File: config.mk
export PLATFORM = sky130hd
export DESIGN_NAME = mips_cpu_state_sequencer
export DESIGN_NICKNAME = d
export VERILOG_FILES = /design/src/rtl/mips_cpu_pkg.sv /design/src/rtl/mips_cpu_exec_class.sv /design/src/rtl/mips_cpu_state_sequencer.sv
export SDC_FILE = /design/constraint.sdc
export NUM_CORES = 1
export LEC_CHECK = 0
export ABC_AREA = 0
export CORE_ASPECT_RATIO = 1.5
export CORE_MARGIN = 2
export CORE_UTILIZATION = 40
export DETAILED_ROUTE_END_ITERATION = 8
export HOLD_SLACK_MARGIN = 0.03
export MAX_ROUTING_LAYER = met4
export PLACE_DENSITY = 0.71
export RECOVER_POWER = 50
export SYNTH_ARGS = -nofsm -noshare
export SYNTH_HDL_FRONTEND = slang
export SYNTH_HIERARCHICAL = 1
export SYNTH_SLANG_ARGS = --single-unit
File: constraint.sdc
create_clock -name clk -period 9.3 [get_ports clk]
set_input_delay 2.325 -clock clk [delete_from_list [all_inputs] [get_ports clk]]
set_output_delay 2.325 -clock clk [all_outputs]
set_load 0.02 [all_outputs]
File: src/rtl/mips_cpu_pkg.sv
// mips_cpu_pkg: state encodings shared with mips_cpu_controller and instruction field codes.
package mips_cpu_pkg;
  typedef enum logic [2:0] {
    S_HALT   = 3'd0,
    S_FETCH  = 3'd1,
    S_DECODE = 3'd2,
    S_EXEC1  = 3'd3,
    S_EXEC2  = 3'd4
  } state_t;
  localparam logic [5:0] OP_SPECIAL = 6'h00;
  localparam logic [5:0] OP_REGIMM  = 6'h01;
  localparam logic [5:0] OP_LB      = 6'h20;
  localparam logic [5:0] OP_LWR     = 6'h26;
  localparam logic [5:0] OP_SB      = 6'h28;
  localparam logic [5:0] OP_SH      = 6'h29;
  localparam logic [5:0] OP_SW      = 6'h2B;
  localparam logic [5:0] FN_MULT    = 6'h18;
  localparam logic [5:0] FN_DIVU    = 6'h1B;
  localparam logic [4:0] RI_BLTZAL  = 5'h10;
endpackage

File: src/rtl/mips_cpu_exec_class.sv
// mips_cpu_exec_class: combinational decode of an instruction into its execute-phase class.
module mips_cpu_exec_class
  import mips_cpu_pkg::*;
(
  input  logic [5:0] opcode,
  input  logic [5:0] fncode,
  input  logic [4:0] regimm,
  output logic       two_exec,
  output logic       mem_exec1,
  output logic       muldiv
);
  logic load;
  logic store;
  assign load      = opcode >= OP_LB && opcode <= OP_LWR;
  assign store     = opcode == OP_SB || opcode == OP_SH || opcode == OP_SW;
  // Link branches (BLTZAL/BGEZAL family) have regimm >= 0x10.
  assign two_exec  = load || (opcode == OP_REGIMM && regimm >= RI_BLTZAL);
  assign mem_exec1 = load || store;
  assign muldiv    = opcode == OP_SPECIAL && fncode >= FN_MULT && fncode <= FN_DIVU;
endmodule

File: src/rtl/mips_cpu_state_sequencer.sv
// mips_cpu_state_sequencer: multicycle FETCH/DECODE/EXEC sequencer with retire and stall counters.
module mips_cpu_state_sequencer
  import mips_cpu_pkg::*;
#(
  parameter int CNT_W        = 32,
  parameter bit MULDIV_STALL = 1'b1
) (
  input  logic             clk,
  input  logic             rst_n,
  input  logic             waitrequest,
  input  logic [5:0]       opcode,
  input  logic [5:0]       fncode,
  input  logic [4:0]       regimm,
  input  logic             muldiv_busy,
  input  logic             halt_req,
  output logic [2:0]       state,
  output logic             active,
  output logic             instr_done,
  output logic             stall,
  output logic [CNT_W-1:0] retired_cnt,
  output logic [CNT_W-1:0] stall_cnt
);
  state_t           state_q, state_d;
  logic             boot_q, boot_d;
  logic [CNT_W-1:0] retired_q, retired_d;
  logic [CNT_W-1:0] stall_cnt_q, stall_cnt_d;
  logic             two_exec, mem_exec1, muldiv, hold;
  mips_cpu_exec_class u_class (
    .opcode    (opcode),
    .fncode    (fncode),
    .regimm    (regimm),
    .two_exec  (two_exec),
    .mem_exec1 (mem_exec1),
    .muldiv    (muldiv)
  );
  assign hold = (mem_exec1 && waitrequest) || (MULDIV_STALL && muldiv && muldiv_busy);
  // boot_q marks the HALT entered by reset; a HALT reached any other way is absorbing.
  always_comb begin
    state_d    = state_q;
    boot_d     = 1'b0;
    stall      = 1'b0;
    instr_done = 1'b0;
    case (state_q)
      S_HALT:   state_d = boot_q ? S_FETCH : S_HALT;
      S_FETCH: begin
        stall   = waitrequest;
        state_d = waitrequest ? S_FETCH : S_DECODE;
      end
      S_DECODE: state_d = S_EXEC1;
      S_EXEC1: begin
        stall      = hold;
        instr_done = !hold && !two_exec;
        state_d    = hold ? S_EXEC1 : two_exec ? S_EXEC2 : halt_req ? S_HALT : S_FETCH;
      end
      S_EXEC2: begin
        instr_done = 1'b1;
        state_d    = halt_req ? S_HALT : S_FETCH;
      end
      default:  state_d = S_HALT;
    endcase
    retired_d   = retired_q + CNT_W'(instr_done);
    stall_cnt_d = stall_cnt_q + CNT_W'(stall);
  end
  always_ff @(posedge clk) begin
    if (!rst_n) begin
      state_q     <= S_HALT;
      boot_q      <= 1'b1;
      retired_q   <= '0;
      stall_cnt_q <= '0;
    end else begin
      state_q     <= state_d;
      boot_q      <= boot_d;
      retired_q   <= retired_d;
      stall_cnt_q <= stall_cnt_d;
    end
  end
  assign state       = state_q;
  assign active      = state_q != S_HALT;
  assign retired_cnt = retired_q;
  assign stall_cnt   = stall_cnt_q;
endmodule

==> metrics.yaml <==
syn_inst: 393
internal_power_uw: 525
num_vias: 3302
synthFlopType: "dfxtp_1"
track_usage_pct: 19.5
grt_pass1_wl_microns: 13800
hp-class: "flop to flop"
drt-vias-per-instance: 5.69
core_sq_mm: 0.00806
root_buffer: "clkbuf_16"
worstPathRequired_ns: 6.98
yosysMostFrequentCell: "dfxtp_1"
hold_viol_final: 0
min_period_ns: 7.32
timing.fmax_mhz: 137
die_area_sq_mm: 0.00916
finClkSkew_ns: 0.00427
p_sw_uw: 137
crit_arrival_ns: 5.00
gr-total-overflow: 0
fin_crit_sh_pct: 78.7
drc: 0
drive_gt1_share_pct: 4.84
cts.repair.resized: 0
start_util_pct: 41.7
cap_viol_max_count: 0
async_reset_ff_share_pct: 0
clock-sinks: 68
final_cells: 580
grt_max_degree: 52
synth_edf_count: 0
startpoint_type: "input pin"
dp_hpwl_microns: 5790
wl_per_cell_microns: 14.2
whs_path_depth: 2
cts_buffer_depth: 2
switching_share_pct: 20.7
n_antenna_cell: 0
yosysWarnings: 6
worstPathMaxFanout: 4
r2r_cells: 8
worstMarginPinSlew_ns: 0.923
dieWidth_microns: 78.8
status: "finished clean"
path_class: "input pin to primary output"
leakagePower_nw: 1.66
seqPwrFrac_pct: 44.7
cts_tree: "yes"
power_density_mw_per_mm2: 145
setup-tns-final_ns: 0
clk-insertion-delay-late_ns: 0.33
cp-end-kind: "primary output"
synth_top_cell_area_share_pct: 40.5
grt_pass1_vias: 3022
synth_nets: 419
power.total_uw: 662
p_comb_share_pct: 4.4
cts_htree_levels: 3
final_antenna_net_count: 0
numPortBuffers: 85
drt_wl_total_microns: 8260
antenna_found_initial: 0
maxSlewHeadroom_pct: 38.2
synth_top_area_cell: "dfxtp_1"
synth.ff_latch_count: 68
synthToLayoutAreaGrowth_pct: 36.0
irDropWorstVdd_uv: 98.6
postCtsHoldBufs: 0
p_clk_share_pct: 50.9
dpl_cell_area_sq_mm: 0.00426
dpl.cell_count: 564
avgSynthCellArea_sq_um: 8.55
synthDistinctLibCells: 44
rsz0062_at_grt: "false"
timing_max_transition_violations_final: 0
ys_seq_area_share_pct: 40.5
path_clk_slew_ns: 0.05
routabilityCongestion: 0.751
stdcell_area_sq_mm: 0.00457
yosys-top-cells-area: "dfxtp_1, or4_1, o31ai_1, a21oi_1, nand2_1"
synth_commonest_cells: "dfxtp_1, nand2_1, a21oi_1"
io_pins: 92
hold_slack_ns: 0.465
drtIter0Drc: 128
rows: 40
dr.pass1.iters: 4
setup_violations: 0
syn-cell-area_sq_mm: 0.00336
cts_made_buffers: 9
die_h_microns: 116
cts_setup_buffers: 0
nets: 496
==> routing by layer <==
layer  global-route usage (%)  wire length (microns)
met5                        -                      0
met4                     7.24                    175
met3                     4.87                    360
met2                     33.2                   4240
met1                     22.3                   3490
==> worst paths after layout <==
kind                               startpoint            end  slack [ns]
worst max-delay path                opcode[0]          stall        1.98
worst max register to register       state[1]  stall_cnt[22]        6.14
worst min register to register  stall_cnt[31]  stall_cnt[31]        0.47
worst min-delay path            stall_cnt[31]  stall_cnt[31]        0.47
==> critical path, stage by stage <==
cell,delay (ns)
dlygate4sd3_1,0.62
mux2_4,0.32
a221oi_2,0.20
a22oi_1,0.15
a2111oi_0,0.64
clkdlybuf4s50_1,0.73
==> stage by stage <==
| step | util [%] | setup slack, ns |
|---|---|---|
| after floorplan | - | 2.73 |
| after global placement | 52.9 | 2.00 |
| after detailed placement | 52.9 | 2.02 |
| after CTS | 56.7 | 2.01 |
| after global routing | 56.7 | 1.82 |
| final | 56.7 | 1.98 |
==> kinds of logic after synthesis <==
| family | count (synthesis) | share of synthesized area [%] |
|---|---|---|
| DFF | 68 | 40.5 |
| and+or+nand+nor | 192 | 32.6 |
| buffers and inverters | 26 | 3.17 |
| xor gates and xnor gates | 22 | 5.74 |
| muxes | 8 | 2.53 |
| AOI/OAI and AO/OA | 73 | 14.0 |
| adders and majority gates | 4 | 1.49 |
==> power groups by stage <==
| stage | Clock [mW] | Combinational, mW | Sequential, mW |
|---|---|---|---|
| global route | 0.357 | 0.0321 | 0.296 |
| CTS | 0.344 | 0.0303 | 0.295 |
| global placement | 0 | 0.0296 | 0.302 |
| finish | 0.337 | 0.0293 | 0.296 |
| detailed placement | 0 | 0.0302 | 0.302 |
| floorplan | 0 | 0.0145 | 0.302 |
==> state kept, by name, summed over array words and instances (netlist names) <==
name and count:
boot_q 1, retired_cnt 32, stall_cnt 32, state 3
==> placed cells by master (no fill, tap or decap), drive strengths merged, types with 16 or more instances in the layout <==
cell and count:
a21oi 29, nand3 22, or4 23, clkdlybuf4s50 17, dlygate4sd3 68, nand4 19
nor2 28, dfxtp 68, clkbuf 16, o31ai 21, nand2 32
==> layout make-up <==
| type | count | area (sq um) |
|---|---|---|
| Timing Repair Buffer | 86 | 858 |
| Inverter | 6 | 22.5 |
| Tap cell | 105 | 131 |
| Sequential cell | 68 | 1360 |
| Fill cell | 747 | 3490 |
| Clock buffer | 16 | 302 |
| Multi-Input combinational cell | 299 | 1890 |
Power figures use the tool's default switching activity.
